===== config.mk =====
export PLATFORM = sky130hd
export DESIGN_NAME = fetch_pc_ctrl
export DESIGN_NICKNAME = d
export VERILOG_FILES = /design/src/rtl/rv32_pkg.sv /design/src/rtl/fetch_pc_ctrl.sv
export SDC_FILE = /design/constraint.sdc
export NUM_CORES = 1
export LEC_CHECK = 0
export ABC_CLOCK_PERIOD_IN_PS = 3050
export CAP_MARGIN = 10
export CORE_MARGIN = 2
export CORE_UTILIZATION = 45
export DETAILED_ROUTE_END_ITERATION = 8
export GPL_ROUTABILITY_DRIVEN = 0
export PLACE_DENSITY = 0.87
export SLEW_MARGIN = 20
export SYNTH_ARGS = -nofsm -noshare
export SYNTH_HDL_FRONTEND = slang
export SYNTH_SLANG_ARGS = --single-unit

===== constraint.sdc =====
create_clock -name clk -period 3.05 [get_ports clk]
set_input_delay 0.61 -clock clk [delete_from_list [all_inputs] [get_ports clk]]
set_output_delay 0.61 -clock clk [all_outputs]
set_load 0.02 [all_outputs]

===== src/rtl/rv32_pkg.sv =====
// Shared RV32 front-end types: fetch FSM states, the canonical NOP encoding and
// the branch-type enum also used by the EX-stage branch logic.
package rv32_pkg;

  typedef enum logic [1:0] {
    IDLE,
    REQ,
    WAIT,
    HOLD
  } fetch_state_t;

  localparam logic [31:0] NOP_INSTR = 32'h0000_0013;

  typedef enum logic [2:0] {
    B_NONE,
    B_EQ,
    B_NE,
    B_LT,
    B_GE,
    B_LTU,
    B_GEU
  } b_t;

endpackage


===== src/rtl/fetch_pc_ctrl.sv =====
// Fetch PC controller: owns the PC, runs the imem req/ack handshake and redirects on taken
// branches/jumps. Optional macro MISALIGN_TRAP_EN traps misaligned targets to TRAP_VEC.
module fetch_pc_ctrl
  import rv32_pkg::*;
#(
  parameter logic [31:0] RESET_PC = 32'h0000_0000,
  parameter logic [31:0] TRAP_VEC = 32'h0000_0100
) (
  input  logic        clk,
  input  logic        rst,
  input  logic        branch_valid,
  input  logic        b_out,
  input  logic        jump_en,
  input  logic [31:0] target_addr,
  input  logic        stall,
  output logic        imem_req,
  output logic [31:0] imem_addr,
  input  logic        imem_ack,
  input  logic [31:0] imem_rdata,
  output logic [31:0] instr,
  output logic        instr_valid,
  output logic [31:0] pc,
  output logic [31:0] pc_plus4,
  output logic        flush
`ifdef MISALIGN_TRAP_EN
  ,
  output logic        misalign_fault
`endif
);

  fetch_state_t state, state_n;
  logic [31:0]  fetch_pc;
  logic [31:0]  req_addr;
  logic         kill;
  logic         taken;
  logic         req_active;
  logic         capture;
  logic [31:0]  redirect_target;

  function automatic logic [31:0] redirect_pc(input logic [31:0] tgt);
`ifdef MISALIGN_TRAP_EN
    redirect_pc = (tgt[1:0] != 2'b00) ? TRAP_VEC : tgt;
`else
    redirect_pc = tgt & 32'hFFFF_FFFC;
`endif
  endfunction

`ifndef MISALIGN_TRAP_EN
  logic unused_trap_vec;
  assign unused_trap_vec = ^TRAP_VEC;
`endif

  assign taken           = branch_valid & (b_out | jump_en);
  assign req_active      = (state == REQ) || (state == WAIT);
  assign capture         = req_active & imem_ack;
  assign redirect_target = redirect_pc(target_addr);

  assign imem_req  = req_active;
  // A killed request keeps its original address on the bus until acked.
  assign imem_addr = (state == WAIT) ? req_addr : fetch_pc;
  assign pc_plus4  = pc + 32'd4;

  always_comb begin
    state_n = state;
    case (state)
      IDLE: state_n = REQ;
      REQ, WAIT: begin
        if (taken)         state_n = imem_ack ? REQ : WAIT;
        else if (imem_ack) state_n = (kill || !stall) ? REQ : HOLD;
        else               state_n = WAIT;
      end
      HOLD: if (taken || !stall) state_n = REQ;
      default: state_n = IDLE;
    endcase
  end

  always_ff @(posedge clk) begin
    if (rst) begin
      state       <= IDLE;
      fetch_pc    <= RESET_PC;
      pc          <= RESET_PC;
      instr       <= NOP_INSTR;
      instr_valid <= 1'b0;
      kill        <= 1'b0;
      flush       <= 1'b0;
`ifdef MISALIGN_TRAP_EN
      misalign_fault <= 1'b0;
`endif
    end else begin
      state <= state_n;
      flush <= taken;
`ifdef MISALIGN_TRAP_EN
      misalign_fault <= taken & (target_addr[1:0] != 2'b00);
`endif
      if (taken) begin
        kill        <= req_active & ~imem_ack;
        fetch_pc    <= redirect_target;
        instr       <= NOP_INSTR;
        instr_valid <= 1'b0;
      end else if (capture && kill) begin
        // Response to a redirected-away fetch: discard and refetch from fetch_pc.
        kill        <= 1'b0;
        instr_valid <= instr_valid & stall;
      end else if (capture) begin
        instr       <= imem_rdata;
        pc          <= fetch_pc;
        instr_valid <= 1'b1;
        fetch_pc    <= fetch_pc + 32'd4;
      end else if (req_active) begin
        instr_valid <= instr_valid & stall;
      end else if (state == HOLD && !stall) begin
        instr_valid <= 1'b0;
      end
    end
  end

  // Address latch for the outstanding request; pure datapath, no reset needed.
  always_ff @(posedge clk) begin
    if (state == REQ) req_addr <= fetch_pc;
  end

endmodule


==> out/metrics.cfg, run 1 <==
[outcome]
status=finished clean

[route]
first_pass_iters=4
post_drt_wl_per_cell_um=15.85
drtIter0Drc=300
wl_mm=16.26
drc=0
ant_nets=0
vias=5427
via_per_inst=5.289

[final_layout]
drive_gt1_share_pct=12.06
nets=917
syn_to_final_growth_pct=46.85
fillers=1000
final_cell_area_um2=8584
antennaDiodeCount=0
stdcell_count=1026

[clock_tree]
clockBufferDepth=2
cts_num_sinks=127
worstSkewPairLatency_ns=0.42
h-tree-depth=4
cts_root_buf=clkbuf_16
ctsHoldBuffers=0
path_clk_slew_ns=0.06
cts_tree=done
cts_made_buffers=17

[grt]
grt_overflow=0
antenna_found_initial=0
grt_pass1_wl_mm=26.14
grt_use_total_pct=23.46
grt_max_degree=38
grt_pass1_vias=5218

[place]
placed_cell_area_um2=7979
io_buffers=193
detailedPlacementHpwl_mm=11.47
dp_cells=992

[floorplan]
io_pins=202
die_h_um=118.0
die_x_um=118.0
coreArea_um2=12670
rows=41
start_util_pct=46.13
die_area_um2=13920

[yosys]
synth_area_leaders=dfxtp_1 33%, edfxtp_1 15%, nand2_1 9.6%
synth_top_flop_cell=dfxtp_1
synth_top_cell_by_area=dfxtp_1
async_flop_share_pct=0
synth.distinct_cells=42
avgSynthCellArea_um2=9.049
synth_area_um2=5846
synth_warnings=0
ys_ff_latch=127
synth_top_area_share_pct=33.22
syn-instance-count=646
synth_edf_count=30
yosysSeqAreaShare_pct=48.63

[power_and_ir_drop]
pwr-share-seq_pct=41.9
irDropWorstVdd_mv=0.3311
p_int_mw=3.395
p_total_mw=4.645
p_per_area_nw_per_um2=541.0
p_switching_mw=1.250
p_clk_share_pct=41.8
swShare_pct=26.91
p_leak_nw=3.137
p_comb_share_pct=16.3

[sta]
min_period_ns=2.942
setup_viol=0
finalCritPeriodShare_pct=96.47
slew_viol_final=0
tns_ns=0
hold_viol=0
slew_headroom_pct=61.26
fmax_mhz=339.9
holdWs_ns=0.4534
skew_ns=0.009299
worstMarginPinSlew_ns=0.5811

[critical_path]
path_class=flip-flop to primary output
r2r.worst_path.cells=8
cp-start-kind=flip-flop
cp_max_fo=31
critPathArrivalTime_ns=2.33
worstSetupEndpointType=primary output
worstPathRequired_ns=2.44

[flow_run]
drv_cap=0

[min_path]
hp-class=flip-flop to flip-flop
whs_path_depth=2

per-layer routing:
metal  share of wire [%]  vias to the layer above  GRT usage [%]
met2                  47                      224          37.79
met1                  42                     2547          28.36
li1                    -                     2630              -
met4                 2.3                        0          8.208
met5                   0                        -              0
met3                 9.1                       26          9.496
repair_timing:
| action | in CTS | in global routing |
|---|---|---|
| endpoints found under the setup margin | 15 | 10 |
| buffers inserted | 0 | 2 |
| gates resized for setup | 21 | 14 |
| pin swaps | 0 | 1 |
final cells by class:
cell class                      instances  area, um^2  share of cell area, %
Inverter                                7       26.28                 0.3061
Clock buffer                           17       425.4                  4.956
Clock inverter                         15       145.1                  1.691
Tap cell                              172       215.2                  2.507
Sequential cell                       127        2846                  33.16
Multi-Input combinational cell        471        2834                  33.01
Timing Repair Buffer                  217        2092                  24.37
worst max-delay path, stage by stage, from the launching register on:
cell             delay, ns
dfxtp_1               0.33
inv_1                 0.08
ha_1                  0.15
buf_4                 0.39
mux2_2                0.42
clkdlybuf4s50_1       0.55
sequential cells by signal (all words and copies together), names as in the netlist:
name	cells
instr_valid	1
state	2
req_addr	30
pc	30
flush	1
fetch_pc	30
instr	32
kill	1
power by group through the flow:
stage | Combinational, mW | Clock, mW | Sequential (mW)
CTS | 0.763 | 1.97 | 1.94
finish | 0.757 | 1.94 | 1.94
floorplan | 0.382 | 0 | 1.99
global placement | 0.754 | 0 | 1.97
detailed placement | 0.761 | 0 | 1.98
global route | 0.812 | 2.05 | 1.96
cells by family (layout without fill, tap and decap cells):
group	count (synthesis)	after routing	synth area share [%]
mux	29	29	5.586
other cells	1	6	0.06415
simple gates	271	271	21.62
fa+ha+maj	5	5	1.070
compound gates	103	103	10.40
xor+xnor	57	57	8.540
buf+inv	53	256	4.088
flops	127	127	48.63
placed cells by master, fill, tap and decap left out, drive strengths merged, types with 2 or more instances in the layout:
master         synthesis  final
nand3                 26     26
o22ai                  5      5
nor3                   8      8
dlymetal6s2s           0      4
nand4                 16     16
and4                   6      6
mux2                  29     29
edfxtp                30     30
nand2                149    149
bufinv                 0      2
and3                   8      8
xor2                  17     17
conb                   1      6
inv                    7      9
clkinvlp               0      4
buf                   13     26
ha                     5      5
xnor2                 40     40
dlygate4sd2            0     12
a22oi                  5      5
clkbuf                33     18
a21oi                 61     61
clkinv                 0      7
nor4                  10     10
clkdlybuf4s50          0    173
nor3b                  2      2
o21ai                  4      4
nand2b                 2      2
nor2b                  2      2
nor2                  36     36
a211oi                24     24
and2                   3      3
dfxtp                 97     97
cells in the mapped netlist, drive strengths merged, types with 16 or more instances:
cell and number:
clkbuf 33, a211oi 24, xnor2 40, xor2 17
a21oi 61, mux2 29, nand2 149, edfxtp 30
nor2 36, dfxtp 97, nand3 26, nand4 16
through the flow:
stage / setup WS (ns) / utilization [%]
6_report: 0.1078 / 67.75
5_1_grt: -0.04243 / 67.75
4_1_cts: 0.007627 / 67.51
3_5_place_dp: 0.09358 / 62.97
3_3_place_gp: 0.1259 / 62.97
2_1_floorplan: 0.4188 / -
path summary, 6_finish.rpt:
kind                          start                      to  slack (ns)
min reg2reg  instr[13]$_SDFFE_PP0P_  instr[13]$_SDFFE_PP0P_        0.45
min          instr[13]$_SDFFE_PP0P_  instr[13]$_SDFFE_PP0P_        0.45
max reg2reg   state[0]$_SDFFE_PP0P_      pc[9]$_SDFFE_PP0P_        0.66
max           state[0]$_SDFFE_PP0P_           imem_addr[30]        0.11
No activity file was read; power rests on OpenSTA's default activity.
==> run 2: changes to the inputs <==
--- a/config.mk
+++ b/config.mk
@@ -8,10 +8,10 @@
 export ABC_CLOCK_PERIOD_IN_PS = 3050
 export CAP_MARGIN = 10
 export CORE_MARGIN = 2
-export CORE_UTILIZATION = 45
+export CORE_UTILIZATION = 46
 export DETAILED_ROUTE_END_ITERATION = 8
 export GPL_ROUTABILITY_DRIVEN = 0
-export PLACE_DENSITY = 0.87
+export PLACE_DENSITY = 0.88
 export SLEW_MARGIN = 20
 export SYNTH_ARGS = -nofsm -noshare
 export SYNTH_HDL_FRONTEND = slang
==> run 2 against run 1 <==
- largest cell class unchanged
- clock skew is 0.00066 ns lower
- critical endpoint is now imem_addr[11]
- sequential power hardly changed
- power is 0.11% higher
- count of clock-buffer cells in the layout stayed put
- routed wire length is 0.59% higher
- critical path type unchanged
- combinational power is 1% higher
==> out/metrics.cfg, run 2 (same netlist as run 1, synthesis figures left out) <==
[outcome]
status=finished clean

[place]
detailedPlacementHpwl_mm=11.49
place_ws_ns=0.1283
io_buffers=193
dp_cells=991

[sta]
finalCritPeriodShare_pct=95.33
slew_headroom_pct=60.71
setup_viol=0
min_period_ns=2.907
skew_ns=0.008639
slew_viol_final=0
setup_ws_ns=0.1425
rsz0062_at_grt=false
holdWs_ns=0.4505
hold_viol=0
fmax_mhz=343.9
tns_ns=0
worstMarginPinSlew_ns=0.5894

[critical_path]
path_class=flip-flop to primary output
cp_cell_sequence=ha_1, buf_4, mux2_2, clkdlybuf4s50_1
cp_max_fo=31
worst-path-buf-inv=2
critPathArrivalTime_ns=2.30
cp_slowest_cell=clkdlybuf4s50_1
worstPathRequired_ns=2.44
critPathTopFamily=buffers and inverters
worstSetupEndpointType=primary output
cp-start-kind=flip-flop
max_stage_delay_ns=0.54

[clock_tree]
cts_num_sinks=127
path_clk_slew_ns=0.06
clockBufferDepth=2
cts_root_buf=clkbuf_16
postCtsSetupBuffers=0
worstSkewPairLatency_ns=0.41
cts_tree=done
cts_made_buffers=17
h-tree-depth=4

[power_and_ir_drop]
irDropWorstVdd_mv=0.3210
p_per_area_nw_per_um2=543.3
p_clk_share_pct=41.7
p_leak_nw=3.120
swShare_pct=26.88
p_int_mw=3.400
pwr-share-seq_pct=41.8
p_switching_mw=1.250
p_total_mw=4.650
p_comb_share_pct=16.5

[route]
wl_mm=16.35
via_per_inst=5.305
drtIter0Drc=361
vias=5427
drc=0
post_drt_wl_per_cell_um=15.99
ant_nets=0
first_pass_iters=4

[final_layout]
layout_common_cells=173 x clkdlybuf4s50_1, 149 x nand2_1, 97 x dfxtp_1
drive_gt1_share_pct=11.87
nets=914
antennaDiodeCount=0
fillers=977
stdcell_count=1023
syn_to_final_growth_pct=46.40
largest_reg_flops=32
largest-register=instr
layout_commonest_cell=clkdlybuf4s50_1

[floorplan]
die_x_um=116.7
die_area_um2=13630
rows=41
start_util_pct=46.70
io_pins=202
coreArea_um2=12520
die_h_um=116.7

[grt]
grt_pass1_wl_mm=25.82
antenna_found_initial=0
grt_use_total_pct=24.43
grt_pass1_vias=5289
grt_overflow=0
grt_max_degree=42

[min_path]
hp-class=flip-flop to flip-flop

[flow_run]
drv_cap=0

-- run 2: changes by cell type in the layout (fill, tap and decap cells not counted), moves of 2 or more --
cell | before | now
buf_12 | 0 | 2
dfxtp_2 | 3 | 0
clkbuf_2 | 1 | 6
dlygate4sd2_1 | 12 | 9
clkinv_2 | 3 | 5
dfxtp_1 | 94 | 97
clkinv_1 | 2 | 0
buf_4 | 24 | 19
-- run 2: power groups by stage --
stage                     Clock, mW  Sequential (mW)  Combinational, mW
after CTS                      1.96             1.94              0.771
final                          1.94             1.94              0.767
after detailed placement          0             1.98              0.767
after global routing           2.03             1.96              0.825
after global placement            0             1.97              0.757
after floorplan                   0             1.99              0.382
-- run 2: routing by layer --
metal | GRT usage [%] | part of all wire, % | vias to the layer above
li1 | - | - | 2618
met5 | 0 | 0 | -
met4 | 10.12 | 2.5 | 0
met1 | 29.44 | 41 | 2522
met2 | 39.69 | 47 | 254
met3 | 8.822 | 9.5 | 33
-- run 2: tightest hold or removal path, delay by kind of cell, from the launching register on --
family          cells  cell delay [ns]
simple gates        1             0.05
compound gates      1             0.05
flops               1             0.30
-- run 2: path summary, 6_finish.rpt --
kind / startpoint / to / slack, ns / cells past startpoint
max: state[1]$_SDFFE_PP0P_ / imem_addr[11] / 0.14 / 4
min: instr[2]$_SDFFE_PP0P_ / instr[2]$_SDFFE_PP0P_ / 0.45 / 2
max reg2reg: state[0]$_SDFFE_PP0P_ / fetch_pc[17]$_SDFFE_PP0P_ / 0.76 / 7
min reg2reg: instr[2]$_SDFFE_PP0P_ / instr[2]$_SDFFE_PP0P_ / 0.45 / 2
-- run 2: cell type report --
type,count,area [um^2],area share (%)
clock inverter,15,146.4,1.711
timing repair buffer,214,2078,24.28
tap,172,215.2,2.515
multi-input combinational,471,2824,33.00
sequential,127,2843,33.22
clock buffer,17,425.4,4.971
inverter,7,26.28,0.3070
-- run 2: metrics by stage --
step                cell area, um^2  utilization [%]
floorplan                      5864                -
global route                   8558            68.37
CTS                            8572            68.48
finish                         8558            68.37
global placement               7996            63.88
detailed placement             7996            63.88
-- run 2: repair_timing --
action / in CTS / in global routing
gates resized for setup: 20 / 15
gates cloned: 0 / 0
setup endpoints to repair: 16 / 10
hold endpoints to repair: 0 / 0
hold buffers: 0 / 0
